$ cat src/rtl/uart_pkg.sv
// Shared constants, state encoding and helpers for the UART line receiver.
package uart_pkg;

   localparam int unsigned OVERSAMPLE = 16;
   localparam logic [7:0]  ASCII_LF   = 8'h0A;
   localparam logic [7:0]  ASCII_CR   = 8'h0D;

   localparam int unsigned             HELLO_LEN   = 10;
   localparam logic [8*HELLO_LEN-1:0]  HELLO_WORLD = "HelloWorld";

   typedef enum logic [2:0] {
      RX_IDLE,
      RX_START,
      RX_DATA,
      RX_STOP,
      RX_BREAK
   } rx_state_e;

   // Byte idx of "HelloWorld" (first character at index 0); 0 beyond the end.
   function automatic logic [7:0] hello_byte(input logic [4:0] idx);
      logic [7:0]  b;
      int unsigned pos;
      b   = 8'h00;
      pos = 0;
      if (32'(idx) < HELLO_LEN) begin
         pos = 8 * (HELLO_LEN - 1 - 32'(idx));
         b   = HELLO_WORLD[pos +: 8];
      end
      return b;
   endfunction

   // Two-of-three vote used for noise-tolerant bit sampling.
   function automatic logic maj3(input logic a, input logic b, input logic c);
      return (a & b) | (a & c) | (b & c);
   endfunction

endpackage

$ cat src/rtl/uart_rx_os.sv
// 16x oversampling 8N1 byte receiver with input synchronizer.
module uart_rx_os
   import uart_pkg::*;
#(
   parameter int unsigned CLK_FREQ  = 50000000,
   parameter int unsigned BAUD_RATE = 9600
) (
   input  logic       clk,
   input  logic       reset,
   input  logic       rx,
   output logic [7:0] byte_data,
   output logic       byte_valid,
   output logic       frame_err
);

   localparam int unsigned DIV   = CLK_FREQ / (BAUD_RATE * OVERSAMPLE);
   localparam int unsigned DIV_W = (DIV > 1) ? $clog2(DIV) : 1;

   logic [1:0]       sync_q;
   logic             rx_s;
   logic             rx_prev;
   rx_state_e        state;
   logic [DIV_W-1:0] div_cnt;
   logic [3:0]       tick_cnt;
   logic [2:0]       bit_cnt;
   logic [1:0]       vote;
   logic [7:0]       shift_q;
   logic             tick_c;
   logic [4:0]       tick_num_c;
   logic             maj_c;

   assign rx_s       = sync_q[1];
   assign tick_c     = (div_cnt == DIV_W'(DIV - 1));
   assign tick_num_c = 5'(tick_cnt) + 5'd1;
   assign maj_c      = maj3(vote[0], vote[1], rx_s);

   // Two-flop synchronizer (idle-high reset) plus edge-detect history.
   always_ff @(posedge clk or negedge reset) begin
      if (!reset) begin
         sync_q  <= 2'b11;
         rx_prev <= 1'b1;
      end else begin
         sync_q  <= {sync_q[0], rx};
         rx_prev <= rx_s;
      end
   end

   // Byte FSM; ticks are numbered 1..16 within each bit period.
   always_ff @(posedge clk or negedge reset) begin
      if (!reset) begin
         state      <= RX_IDLE;
         div_cnt    <= '0;
         tick_cnt   <= '0;
         bit_cnt    <= '0;
         vote       <= '0;
         shift_q    <= '0;
         byte_data  <= '0;
         byte_valid <= 1'b0;
         frame_err  <= 1'b0;
      end else begin
         byte_valid <= 1'b0;
         frame_err  <= 1'b0;
         if (state != RX_IDLE) begin
            div_cnt <= tick_c ? '0 : div_cnt + DIV_W'(1);
            if (tick_c) tick_cnt <= tick_cnt + 4'd1;
         end
         case (state)
            RX_IDLE: begin
               div_cnt  <= '0;
               tick_cnt <= '0;
               if (rx_prev && !rx_s) state <= RX_START;
            end
            RX_START: begin
               if (tick_c) begin
                  if (tick_num_c == 5'd8 && rx_s) begin
                     state <= RX_IDLE;
                  end else if (tick_num_c == 5'(OVERSAMPLE)) begin
                     state   <= RX_DATA;
                     bit_cnt <= '0;
                  end
               end
            end
            RX_DATA: begin
               if (tick_c) begin
                  if (tick_num_c == 5'd7) vote[0] <= rx_s;
                  if (tick_num_c == 5'd8) vote[1] <= rx_s;
                  if (tick_num_c == 5'd9) shift_q <= {maj_c, shift_q[7:1]};
                  if (tick_num_c == 5'(OVERSAMPLE)) begin
                     if (bit_cnt == 3'd7) state <= RX_STOP;
                     else bit_cnt <= bit_cnt + 3'd1;
                  end
               end
            end
            RX_STOP: begin
               if (tick_c) begin
                  if (tick_num_c == 5'd7) vote[0] <= rx_s;
                  if (tick_num_c == 5'd8) vote[1] <= rx_s;
                  if (tick_num_c == 5'd9) begin
                     if (maj_c) begin
                        byte_data  <= shift_q;
                        byte_valid <= 1'b1;
                        state      <= RX_IDLE;
                     end else begin
                        frame_err <= 1'b1;
                        state     <= RX_BREAK;
                     end
                  end
               end
            end
            RX_BREAK: begin
               // Bad stop bit: wait for the line to return idle before rearming.
               if (rx_s) state <= RX_IDLE;
            end
            default: state <= RX_IDLE;
         endcase
      end
   end

endmodule

$ cat src/rtl/uart_line_rx.sv
// UART line assembler: collects bytes into a line buffer terminated by LF.
module uart_line_rx
   import uart_pkg::*;
#(
   parameter int unsigned CLK_FREQ  = 50000000,
   parameter int unsigned BAUD_RATE = 9600,
   parameter int unsigned MAX_LEN   = 16
) (
   input  logic       clk,
   input  logic       reset,
   input  logic       rx,
   output logic       line_valid,
   input  logic       line_ready,
   output logic [4:0] line_len,
   input  logic [3:0] rd_addr,
   output logic [7:0] rd_data,
   output logic       line_match,
   output logic       line_trunc,
   output logic       frame_err,
   output logic       drop_err
);

   localparam int unsigned LEN_W = 5;
   localparam int unsigned IDX_W = 4;

   logic [7:0]       byte_data;
   logic             byte_valid;
   logic [7:0]       buf_mem [MAX_LEN];
   logic [LEN_W-1:0] count;
   logic             trunc_q;
   logic             match_q;

   logic             hs_c;
   logic [LEN_W-1:0] cnt_base_c;
   logic             trunc_base_c;
   logic             match_base_c;
   logic             take_c;
   logic             is_lf_c;
   logic             is_cr_c;
   logic             wr_en_c;

   uart_rx_os #(
      .CLK_FREQ  (CLK_FREQ),
      .BAUD_RATE (BAUD_RATE)
   ) u_rx (
      .clk        (clk),
      .reset      (reset),
      .rx         (rx),
      .byte_data  (byte_data),
      .byte_valid (byte_valid),
      .frame_err  (frame_err)
   );

   // A handshake in the same cycle clears the line state before the byte lands.
   assign hs_c         = line_valid && line_ready;
   assign cnt_base_c   = hs_c ? '0 : count;
   assign trunc_base_c = hs_c ? 1'b0 : trunc_q;
   assign match_base_c = hs_c ? 1'b1 : match_q;
   assign take_c       = byte_valid && (!line_valid || hs_c);
   assign is_lf_c      = (byte_data == ASCII_LF);
   assign is_cr_c      = (byte_data == ASCII_CR);
   assign wr_en_c      = take_c && !is_lf_c && !is_cr_c
                         && (cnt_base_c < LEN_W'(MAX_LEN));

   // Line assembly, handshake and per-line status flags.
   always_ff @(posedge clk or negedge reset) begin
      if (!reset) begin
         line_valid <= 1'b0;
         line_len   <= '0;
         line_match <= 1'b0;
         line_trunc <= 1'b0;
         drop_err   <= 1'b0;
         count      <= '0;
         trunc_q    <= 1'b0;
         match_q    <= 1'b1;
      end else begin
         drop_err <= byte_valid && line_valid && !hs_c;
         if (hs_c) begin
            line_valid <= 1'b0;
            count      <= '0;
            trunc_q    <= 1'b0;
            match_q    <= 1'b1;
         end
         if (take_c) begin
            if (is_lf_c) begin
               if (cnt_base_c != '0) begin
                  line_valid <= 1'b1;
                  line_len   <= cnt_base_c;
                  line_match <= match_base_c && (cnt_base_c == LEN_W'(HELLO_LEN));
                  line_trunc <= trunc_base_c;
               end
            end else if (!is_cr_c) begin
               if (wr_en_c) begin
                  count   <= cnt_base_c + LEN_W'(1);
                  match_q <= match_base_c
                             && (cnt_base_c < LEN_W'(HELLO_LEN))
                             && (byte_data == hello_byte(cnt_base_c));
               end else begin
                  trunc_q <= 1'b1;
               end
            end
         end
      end
   end

   // Line buffer storage; contents survive reset.
   always_ff @(posedge clk) begin
      if (wr_en_c) buf_mem[cnt_base_c[IDX_W-1:0]] <= byte_data;
   end

   // Registered read port.
   always_ff @(posedge clk or negedge reset) begin
      if (!reset) begin
         rd_data <= '0;
      end else begin
         rd_data <= (32'(rd_addr) < MAX_LEN) ? buf_mem[rd_addr] : 8'h00;
      end
   end

endmodule

$ cat config.mk
export PLATFORM = sky130hd
export DESIGN_NAME = uart_line_rx
export DESIGN_NICKNAME = d
export VERILOG_FILES = /design/src/rtl/uart_pkg.sv /design/src/rtl/uart_rx_os.sv /design/src/rtl/uart_line_rx.sv
export SDC_FILE = /design/constraint.sdc
export NUM_CORES = 1
export LEC_CHECK = 0
export ABC_AREA = 1
export CAP_MARGIN = 20
export CELL_PAD_IN_SITES_DETAIL_PLACEMENT = 1
export CELL_PAD_IN_SITES_GLOBAL_PLACEMENT = 2
export CORE_AREA = 2 2 141 143
export CTS_CLUSTER_SIZE = 30
export DETAILED_ROUTE_END_ITERATION = 10
export DIE_AREA = 0 0 143 145
export GPL_TIMING_DRIVEN = 0
export PLACE_DENSITY_LB_ADDON = 0.15
export RECOVER_POWER = 50
export SLEW_MARGIN = 20
export SYNTH_ARGS = -nofsm -noshare
export SYNTH_HDL_FRONTEND = slang
export SYNTH_SLANG_ARGS = --single-unit
$ cat constraint.sdc
create_clock -name clk -period 7 [get_ports clk]
set_clock_uncertainty 0.15 [all_clocks]
set_input_delay 1.4 -clock clk [delete_from_list [all_inputs] [get_ports clk]]
set_output_delay 1.4 -clock clk [all_outputs]
set_load 0.02 [all_outputs]
==> results of run 1 <==
[cells by family after synthesis]
family,count (synthesis),share of synthesized area [%]
AND/OR/NAND/NOR,224,12.3
flip-flops,194,64.6
AO/OA/AOI/OAI,153,10.1
buffers and inverters,123,5.60
multiplexers,37,4.41
adder cells (fa/ha/maj),16,2.35
XOR/XNOR,6,0.618
[state kept, by name, summed over array words and instances (netlist names), 2 cells and up]
name / count
u_rx.div_cnt: 9
u_rx.vote: 2
u_rx.sync_q: 2
buf_mem: 128
u_rx.state: 3
u_rx.bit_cnt: 3
u_rx.shift_q: 8
u_rx.byte_data: 8
u_rx.tick_cnt: 4
rd_data: 8
line_len: 5
count: 5
[final timing paths]
path,from,endpoint,slack (ns),cells after the start
max,reset,u_rx.byte_data[0]$_DFFE_PN0P_,2.40,2
min,u_rx.sync_q[0]$_DFF_PN1_,u_rx.sync_q[1]$_DFF_PN1_,0.22,0
max reg2reg,u_rx.byte_data[5]$_DFFE_PN0P_,buf_mem[1][6]$_DFFE_PP_,3.42,9
min reg2reg,u_rx.sync_q[0]$_DFF_PN1_,u_rx.sync_q[1]$_DFF_PN1_,0.22,0
max in group clk,line_ready,buf_mem[1][6]$_DFFE_PP_,2.91,8
min in group asynchronous,reset,rd_data[4]$_DFF_PN0_,1.10,1
[layout by cell type (no fill, tap or decap), types with 2 or more instances in the layout]
| cell type | count |
|---|---|
| a21oi_1 | 41 |
| buf_2 | 6 |
| clkbuf_1 | 21 |
| clkbuf_16 | 18 |
| clkdlybuf4s50_1 | 19 |
| clkinv_4 | 3 |
| dfrtp_1 | 62 |
| dfstp_2 | 3 |
| edfxtp_1 | 128 |
| ha_1 | 16 |
| inv_1 | 94 |
| inv_2 | 3 |
| inv_4 | 2 |
| inv_6 | 4 |
| inv_8 | 3 |
| mux2_2 | 4 |
| mux2i_1 | 33 |
| nand2_1 | 96 |
| nand2_2 | 4 |
| nand2_4 | 2 |
| nand3_1 | 38 |
| nand4_1 | 10 |
| nor2_1 | 46 |
| nor2_2 | 3 |
| nor3_1 | 11 |
| nor3_2 | 3 |
| o211ai_1 | 32 |
| o21ai_0 | 75 |
| or2_1 | 2 |
| xor2_1 | 6 |
[layer usage]
metal  vias up  wire, um  track usage, %
met5         -         0               0
met4         0       293            5.89
met3        17       608            3.66
met2        92     10200            34.4
met1      2869     10300            31.1
li1       2696         -               -
[final cells by class]
| cell class | instances | area (sq um) |
|---|---|---|
| buffer | 25 | 109 |
| clock inverter | 13 | 138 |
| tap | 265 | 332 |
| sequential | 194 | 5500 |
| inverter | 98 | 368 |
| fill | 2056 | 9550 |
| multi-input combinational | 436 | 2540 |
| clock buffer | 19 | 454 |
| timing repair buffer | 22 | 208 |
[power by group]
part           internal [uW]  total [uW]  leakage (uW)  switching (uW)
combinational           69.8         234       0.00140             164
clock                    527         985      0.000295             458
sequential              1230        1250       0.00238            15.8
[metrics by stage]
step	hold WS [ns]	total power, uW	setup slack (ns)
after global placement	0.196	1500	1.86
after floorplan	0.195	1430	3.67
after CTS	0.213	2490	2.87
after detailed placement	0.203	1510	2.41
final	0.217	2470	2.40
after global routing	0.222	2550	1.78
==> results.md, run 1 <==
* Status: finished, violations left
* Violated checks: max-capacitance violations, max-slew violations
* Critical Path Start Type: primary input
* Final Hold Viols at 0
* I/O Buffers at 21
* Fin crit share at 65.7%
* Final ANT Viol Nets at 0
* Tmin final at 4.60 ns
* H-tree levels at 4
* Nets at 818
* Pleak at 0.00407 uW
* WP data arrival at 4.41 ns
* Detailed-route DRC error count at 0
* Post-detail-place hpwl at 15,300 um
* CTS Root Cell: clkbuf_16
* Final setup viols at 0
* Post-DP Area at 0.00909 sq mm
* Area contributors post-synth: edfxtp_1, dfrtp_1, o21ai_0
* Post-synth EDFFs at 128
* Worst skew pair latency at 0.43 ns
* Syn Std Cell Area at 0.00851 sq mm
* Post-Route WL at 21,400 um
* First-pass GRT wire length at 34,100 um
* Initial Util at 44.3%
* Synth Net Count at 777
* Final instance area at 0.00965 sq mm
* Ports at 26
* Crit Path Class: primary input to async pin
* Mapped Avg Cell Area at 11.3 sq um
* Number of global-route vias before repair at 6,067
* CTS Hold Bufs at 0
* Die Area at 0.0207 sq mm
* Max Freq at 217 MHz
* Crit-path max cell delay at 1.97 ns
* Share of post-route cells with drive strength above 1 at 8.30%
* Hold Crit Class: register to register
* Num rows at 51
* Post-synth top area share at 45.2%
* Cell taking the most area after synthesis: edfxtp_1
* Max Buffers Root-to-Sink at 2
* RSZ-0062 raised after global routing: false
* Largest net degree at the start of global routing at 47
* Die Width at 143 um
* Wirelength per Cell at 19.9 um
* Initial antenna violation count at 0
* Cells after Synth at 753
* TritonCTS clock tree: done
* # diodes at 0
* Router iterations before antenna repair at 4
* Max Cap Violations at 1
* Slew margin rel. at -79.5%
* Crit path max fanout at 46
* Final Slew Violations at 47
* Critical Path RT at 6.81 ns
* Dpl cells at 1,040
* Total negative setup slack at 0 ns
* Post-CTS Resized at 0
* Seq/Total Area, Yosys at 64.6%
* Most frequent cell after synthesis: edfxtp_1
* Yosys warns at 0
* Setup bufs post-CTS at 0
* Global Route Usage Sum at 21.7%
* Register bit total from synthesis at 194
* DRT iter0 DRCs at 338
* Core ar. at 0.0192 sq mm
* Worst path buffer plus inverter count at 2
* CP endpoint kind: async pin
* Final Util at 50.3%
* GRT Residual Overflow at 0
* Clock sinks at 194
* VDD IR max at 0.161 mV
* Top cells by count, synth: edfxtp_1, nand2_1, inv_1
* Fraction of registers with async set/reset at 34.0%
* Worst-margin pin slew at 2.69 ns
* Post-synthesis cell type count at 39
* Number of CTS-inserted buffers at 17
* Crit-path leading delay family: buffers and inverters
* GPL Wtd Cong at 0.894
* CP Cell Sequence: clkbuf_1, clkbuf_1
* Top_reg_cell synth: edfxtp_1
* Cell area power density at 256 mW/mm^2
* Total number of vias at 5,674
* Most used cell along the critical path: clkbuf_1
* DR vias/cell at 5.29
* Reg clk slew, reported paths at 0.07 ns
* Slowest cell on crit path: clkbuf_1
* Layout Cells excl Fill at 1,072
* Die H at 145 um
* Layout overhead on the synthesized area at 13.4%
Power figures use the tool's default switching activity.
==> inputs of run 2 (changes only) <==
- CORE_AREA: 2 2 141 143 -> 2 2 153 155
- DIE_AREA: 0 0 143 145 -> 0 0 155 157
- clock period: 7 -> 4 ns (I/O delays scaled with it)
==> results.md, run 2 (same netlist as run 1, synthesis figures left out) <==
* Status: complete, no violations (was finished, violations left)
* Layout Cells excl Fill at 1,094 (was 1,072)
* DRT iter0 DRCs at 318 (was 338)
* Max reg flops at 128 (unchanged)
* Setup bufs post-CTS at 0 (unchanged)
* Number of global-route vias before repair at 6,124 (was 6,067)
* Layout overhead on the synthesized area at 13.6% (was 13.4%)
* Final ANT Viol Nets at 0 (unchanged)
* Reg clk slew, reported paths at 0.07 ns (about the same)
* Tmin final at 3.62 ns
* Hold Crit Class: register to register (unchanged)
* Router iterations before antenna repair at 5 (was 4)
* H-tree levels at 4 (unchanged)
* Largest net degree at the start of global routing at 45 (was 47)
* Post-detail-place hpwl at 15,500 um (was 15,300 um)
* # diodes at 0 (unchanged)
* Total number of vias at 5,682 (was 5,674)
* Initial antenna violation count at 0 (unchanged)
* Most frequent cells in the layout: edfxtp_1, nand2_1, inv_1, o21ai_0, dfrtp_1 (unchanged)
* Worst-margin pin slew at 1.44 ns (was 2.69 ns)
* Max Buffers Root-to-Sink at 2 (unchanged)
* Clock sinks at 194 (unchanged)
* Total negative setup slack at 0 ns (unchanged)
* GRT Residual Overflow at 0 (unchanged)
* Max Cap Violations at 0 (was 1)
* Slowest cell on crit path: nor2_1 (was clkbuf_1)
* Global Route Usage Sum at 19.1% (was 21.7%)
* Max Freq at 276 MHz
* VDD IR max at 0.250 mV (was 0.161 mV)
* Critical Path RT at 3.90 ns (was 6.81 ns)
* Post-Route WL at 22,100 um (was 21,400 um)
* Post-CTS Resized at 0 (unchanged)
* First-pass GRT wire length at 34,900 um (was 34,100 um)
* Fillers at 2,440 (was 2,056)
* Dpl cells at 1,061 (was 1,040)
* Final Hold Viols at 0 (unchanged)
* DR vias/cell at 5.19 (was 5.29)
* RSZ-0062 raised after global routing: false (unchanged)
* Cell area power density at 438 mW/mm^2 (was 256 mW/mm^2)
* TritonCTS clock tree: done (unchanged)
* Detailed-route DRC error count at 0 (unchanged)
* Most used cell along the critical path: nand2_1 (was clkbuf_1)
* Critical Path Start Type: primary input (unchanged)
* I/O Buffers at 21 (unchanged)
* Commonest non-fill, non-tap cell in the layout: edfxtp_1 (unchanged)
* WP data arrival at 3.52 ns (was 4.41 ns)
* CTS Hold Bufs at 0 (unchanged)
* Nets at 820 (was 818)
* Final setup viols at 0 (unchanged)
* CP endpoint kind: register (was async pin)
* Number of CTS-inserted buffers at 17 (unchanged)
* Die Area at 0.0243 sq mm (was 0.0207 sq mm)
* Initial Util at 37.8% (was 44.3%)
* Core ar. at 0.0225 sq mm (was 0.0192 sq mm)
* Crit-path max cell delay at 0.85 ns (was 1.97 ns)
* Slew margin rel. at 3.78% (was -79.5%)
* Final instance area at 0.00966 sq mm (was 0.00965 sq mm)
* Ports at 26 (unchanged)
* Die H at 157 um (was 145 um)
* Crit path max fanout at 10 (was 46)
* Share of post-route cells with drive strength above 1 at 8.65% (was 8.30%)
* Pleak at 0.00407 uW (about the same)
* Wirelength per Cell at 20.2 um (was 19.9 um)
* Fin crit share at 90.5%
* CTS Root Cell: clkbuf_16 (unchanged)
* Num rows at 55 (was 51)
* Worst skew pair latency at 0.43 ns (about the same)
* Die Width at 155 um (was 143 um)
* Worst path buffer plus inverter count at 3 (was 2)
* Final Slew Violations at 0 (was 47)
* Crit-path leading delay family: simple AND/OR/NAND/NOR gates (was buffers and inverters)
* CP Cell Sequence: dlygate4sd3_1, nand2_2, nand2_1, buf_2, nand2_1, inv_1, nand2_1, nor2_1 (was clkbuf_1, clkbuf_1)
* Crit Path Class: primary input to register (was primary input to async pin)
* GPL Wtd Cong at 0.761 (was 0.894)
* Post-DP Area at 0.00912 sq mm (was 0.00909 sq mm)
-- run 2: cell count changes in the layout (fill, tap and decap cells not counted), sizes merged --
cell,previous run,this run
clkinv,4,3
clkinvlp,0,1
dlygate4sd3,1,2
bufinv,1,0
inv,106,108
clkbuf,39,38
clkdlybuf4s50,19,18
buf,7,9
-- run 2: routing by layer --
metal | routed length, um | track usage (%) | share of wire (%)
met4 | 460 | 6.13 | 2.1
met5 | 0 | 0 | 0
met1 | 10300 | 25.2 | 47
met2 | 10600 | 32.1 | 48
met3 | 693 | 3.28 | 3.1
-- run 2: stage by stage --
stage / total power [uW] / worst slack (ns) / utilization [%] / hold WS, ns
final: 4240 / 0.379 / 42.9 / 0.213
after global routing: 4420 / 0.122 / 42.9 / 0.225
after CTS: 4290 / 0.316 / 43.0 / 0.123
after detailed placement: 2640 / -0.0585 / 40.5 / 0.199
after global placement: 2620 / -0.608 / 40.3 / 0.199
after floorplan: 2500 / 1.27 / - / 0.195
-- run 2: worst paths after layout --
path,slack [ns],to,startpoint,depth (start not counted)
worst max-delay path,0.38,buf_mem[9][1]$_DFFE_PP_,line_ready,8
worst min-delay path,0.21,u_rx.sync_q[1]$_DFF_PN1_,u_rx.sync_q[0]$_DFF_PN1_,0
worst max register to register,0.40,buf_mem[9][1]$_DFFE_PP_,u_rx.byte_data[6]$_DFFE_PN0P_,9
worst min register to register,0.21,u_rx.sync_q[1]$_DFF_PN1_,u_rx.sync_q[0]$_DFF_PN1_,0
max in group asynchronous,1.30,u_rx.byte_data[7]$_DFFE_PN0P_,reset,2
min in group asynchronous,0.53,rd_data[4]$_DFF_PN0_,reset,1
-- run 2: area by class of cell --
cell class | instances | area [sq um] | area share [%]
Multi-Input combinational cell | 436 | 2540 | 26.3
Buffer | 25 | 109 | 1.13
Inverter | 98 | 368 | 3.81
Clock inverter | 14 | 131 | 1.36
Clock buffer | 18 | 429 | 4.44
Timing Repair Buffer | 24 | 224 | 2.32
Tap cell | 285 | 357 | 3.69
Sequential cell | 194 | 5500 | 56.9
-- run 2: power by group --
part	switching, uW	internal, uW
registers	25.7	2160
logic	285	120
clock network	817	830
total	1130	3110
==> inputs of run 3 (changes only) <==
- CORE_AREA: 2 2 153 155 -> 2 2 159 161
- DIE_AREA: 0 0 155 157 -> 0 0 161 163
- clock period: 4 -> 4.26 ns (I/O delays scaled with it)
==> results.md, run 3 (same netlist as run 1, synthesis figures left out) <==
* Max reg flops at 128 (unchanged)
* Router iterations before antenna repair at 4 (was 5)
* I/O Buffers at 21 (unchanged)
* Post-Route WL at 22,400 um (was 22,100 um)
* TritonCTS clock tree: done (unchanged)
* Worst skew pair latency at 0.44 ns (was 0.43 ns)
* First-pass GRT wire length at 35,500 um (was 34,900 um)
* Slew margin rel. at 14.0% (was 3.78%)
* Max Freq at 273 MHz
* Initial antenna violation count at 0 (unchanged)
* Max Buffers Root-to-Sink at 2 (unchanged)
* GPL Wtd Cong at 0.777 (was 0.761)
* Dpl cells at 1,106 (was 1,061)
* DR vias/cell at 5.04 (was 5.19)
* Worst-margin pin slew at 1.29 ns (was 1.44 ns)
* DRT iter0 DRCs at 262 (was 318)
* CTS Hold Bufs at 0 (unchanged)
* Cell area power density at 417 mW/mm^2 (was 438 mW/mm^2)
* Die Width at 161 um (was 155 um)
* Status: complete, no violations (unchanged)
* GRT Residual Overflow at 0 (unchanged)
* Post-detail-place hpwl at 15,500 um (about the same)
* Tmin final at 3.66 ns
* H-tree levels at 4 (unchanged)
* Num rows at 58 (was 55)
* CP endpoint kind: register (unchanged)
* Clock sinks at 194 (unchanged)
* Crit Path Class: primary input to register (unchanged)
* Layout Cells excl Fill at 1,138 (was 1,094)
* Post-DP Area at 0.00918 sq mm (was 0.00912 sq mm)
* # diodes at 0 (unchanged)
* Wirelength per Cell at 19.6 um (was 20.2 um)
* VDD IR max at 0.222 mV (was 0.250 mV)
* Critical Path Start Type: primary input (unchanged)
* Final Hold Viols at 0 (unchanged)
* Reg clk slew, reported paths at 0.07 ns (about the same)
* Initial Util at 34.5% (was 37.8%)
* Final setup viols at 0 (unchanged)
* Commonest non-fill, non-tap cell in the layout: edfxtp_1 (unchanged)
* Post-CTS Resized at 0 (unchanged)
* Most frequent cells in the layout: edfxtp_1, nand2_1, inv_1, o21ai_0, dfrtp_1 (unchanged)
* Detailed-route DRC error count at 0 (unchanged)
* Number of CTS-inserted buffers at 17 (unchanged)
* Largest net degree at the start of global routing at 50 (was 45)
* Final ANT Viol Nets at 0 (unchanged)
* CTS Root Cell: clkbuf_16 (unchanged)
* Crit path max fanout at 10 (unchanged)
* Nets at 819 (was 820)
* Layout overhead on the synthesized area at 14.6% (was 13.6%)
* Max Cap Violations at 0 (unchanged)
* Final Slew Violations at 0 (unchanged)
* Hold Crit Class: register to register (unchanged)
* Fin crit share at 85.9%
* Global Route Usage Sum at 17.9% (was 19.1%)
* Fillers at 2,703 (was 2,440)
* Ports at 26 (unchanged)
* Die Area at 0.0262 sq mm (was 0.0243 sq mm)
* Final instance area at 0.00975 sq mm (was 0.00966 sq mm)
* Setup bufs post-CTS at 0 (unchanged)
* Die H at 163 um (was 157 um)
* Critical Path RT at 4.16 ns (was 3.90 ns)
* Total number of vias at 5,733 (was 5,682)
* Core ar. at 0.0247 sq mm (was 0.0225 sq mm)
* Share of post-route cells with drive strength above 1 at 8.54% (was 8.65%)
* RSZ-0062 raised after global routing: false (unchanged)
* WP data arrival at 3.56 ns (was 3.52 ns)
* Pleak at 0.00408 uW (was 0.00407 uW)
* Number of global-route vias before repair at 6,126 (was 6,124)
-- run 3: metrics by stage --
stage                     power [uW]  hold slack [ns]  setup TNS [ns]  setup slack (ns)  utilization (%)
after floorplan                 2350            0.195               0              1.48                -
after global placement          2460            0.198          -24.01            -0.402             37.0
after detailed placement        2480            0.201               0             0.158             37.2
after CTS                       4100            0.156               0             0.597             39.6
after global routing            4230            0.218               0             0.252             39.5
final                           4060            0.214               0             0.600             39.5
-- run 3: routing by layer --
layer / track usage, % / up-vias / part of all wire, %
met5: 0 / - / 0
met4: 6.09 / 0 / 1.9
met3: 3.13 / 27 / 3.3
met2: 29.1 / 83 / 48
met1: 24.3 / 2926 / 47
li1: - / 2697 / -
-- run 3: path summary, 6_finish.rpt --
path / slack, ns / cells after the start / startpoint / end
min in group asynchronous: 0.50 / 1 / reset / rd_data[2]$_DFF_PN0_
max in group asynchronous: 1.58 / 2 / reset / count[4]$_DFF_PN0_
min: 0.21 / 0 / u_rx.sync_q[0]$_DFF_PN1_ / u_rx.sync_q[1]$_DFF_PN1_
max: 0.60 / 8 / line_ready / buf_mem[9][1]$_DFFE_PP_
max reg2reg: 0.64 / 9 / u_rx.byte_data[6]$_DFFE_PN0P_ / buf_mem[9][1]$_DFFE_PP_
min reg2reg: 0.21 / 0 / u_rx.sync_q[0]$_DFF_PN1_ / u_rx.sync_q[1]$_DFF_PN1_
-- run 3: report_power, final --
| group | total (uW) | leakage, uW | switching, uW | internal (uW) |
|---|---|---|---|---|
| clock | 1630 | 0.000290 | 786 | 842 |
| combinational | 384 | 0.00141 | 271 | 114 |
| sequential | 2050 | 0.00238 | 24.1 | 2030 |
-- run 3: layout make-up --
cell class                 count  area (sq um)  share of cell area (%)
multi-input combinational    436          2540                    26.1
inverter                      98           368                    3.77
buffer                        25           109                    1.12
sequential                   194          5500                    56.4
clock buffer                  18           429                    4.40
timing repair buffer          23           220                    2.26
clock inverter                14           168                    1.72
tap                          330           413                    4.23
-- run 3: critical path: stages --
cell and delay [ns]:
dlygate4sd3_1 0.59, nand2_2 0.18, nand2_1 0.18, buf_2 0.27
nand2_1 0.24, inv_1 0.26, nand2_1 0.18, nor2_1 0.81
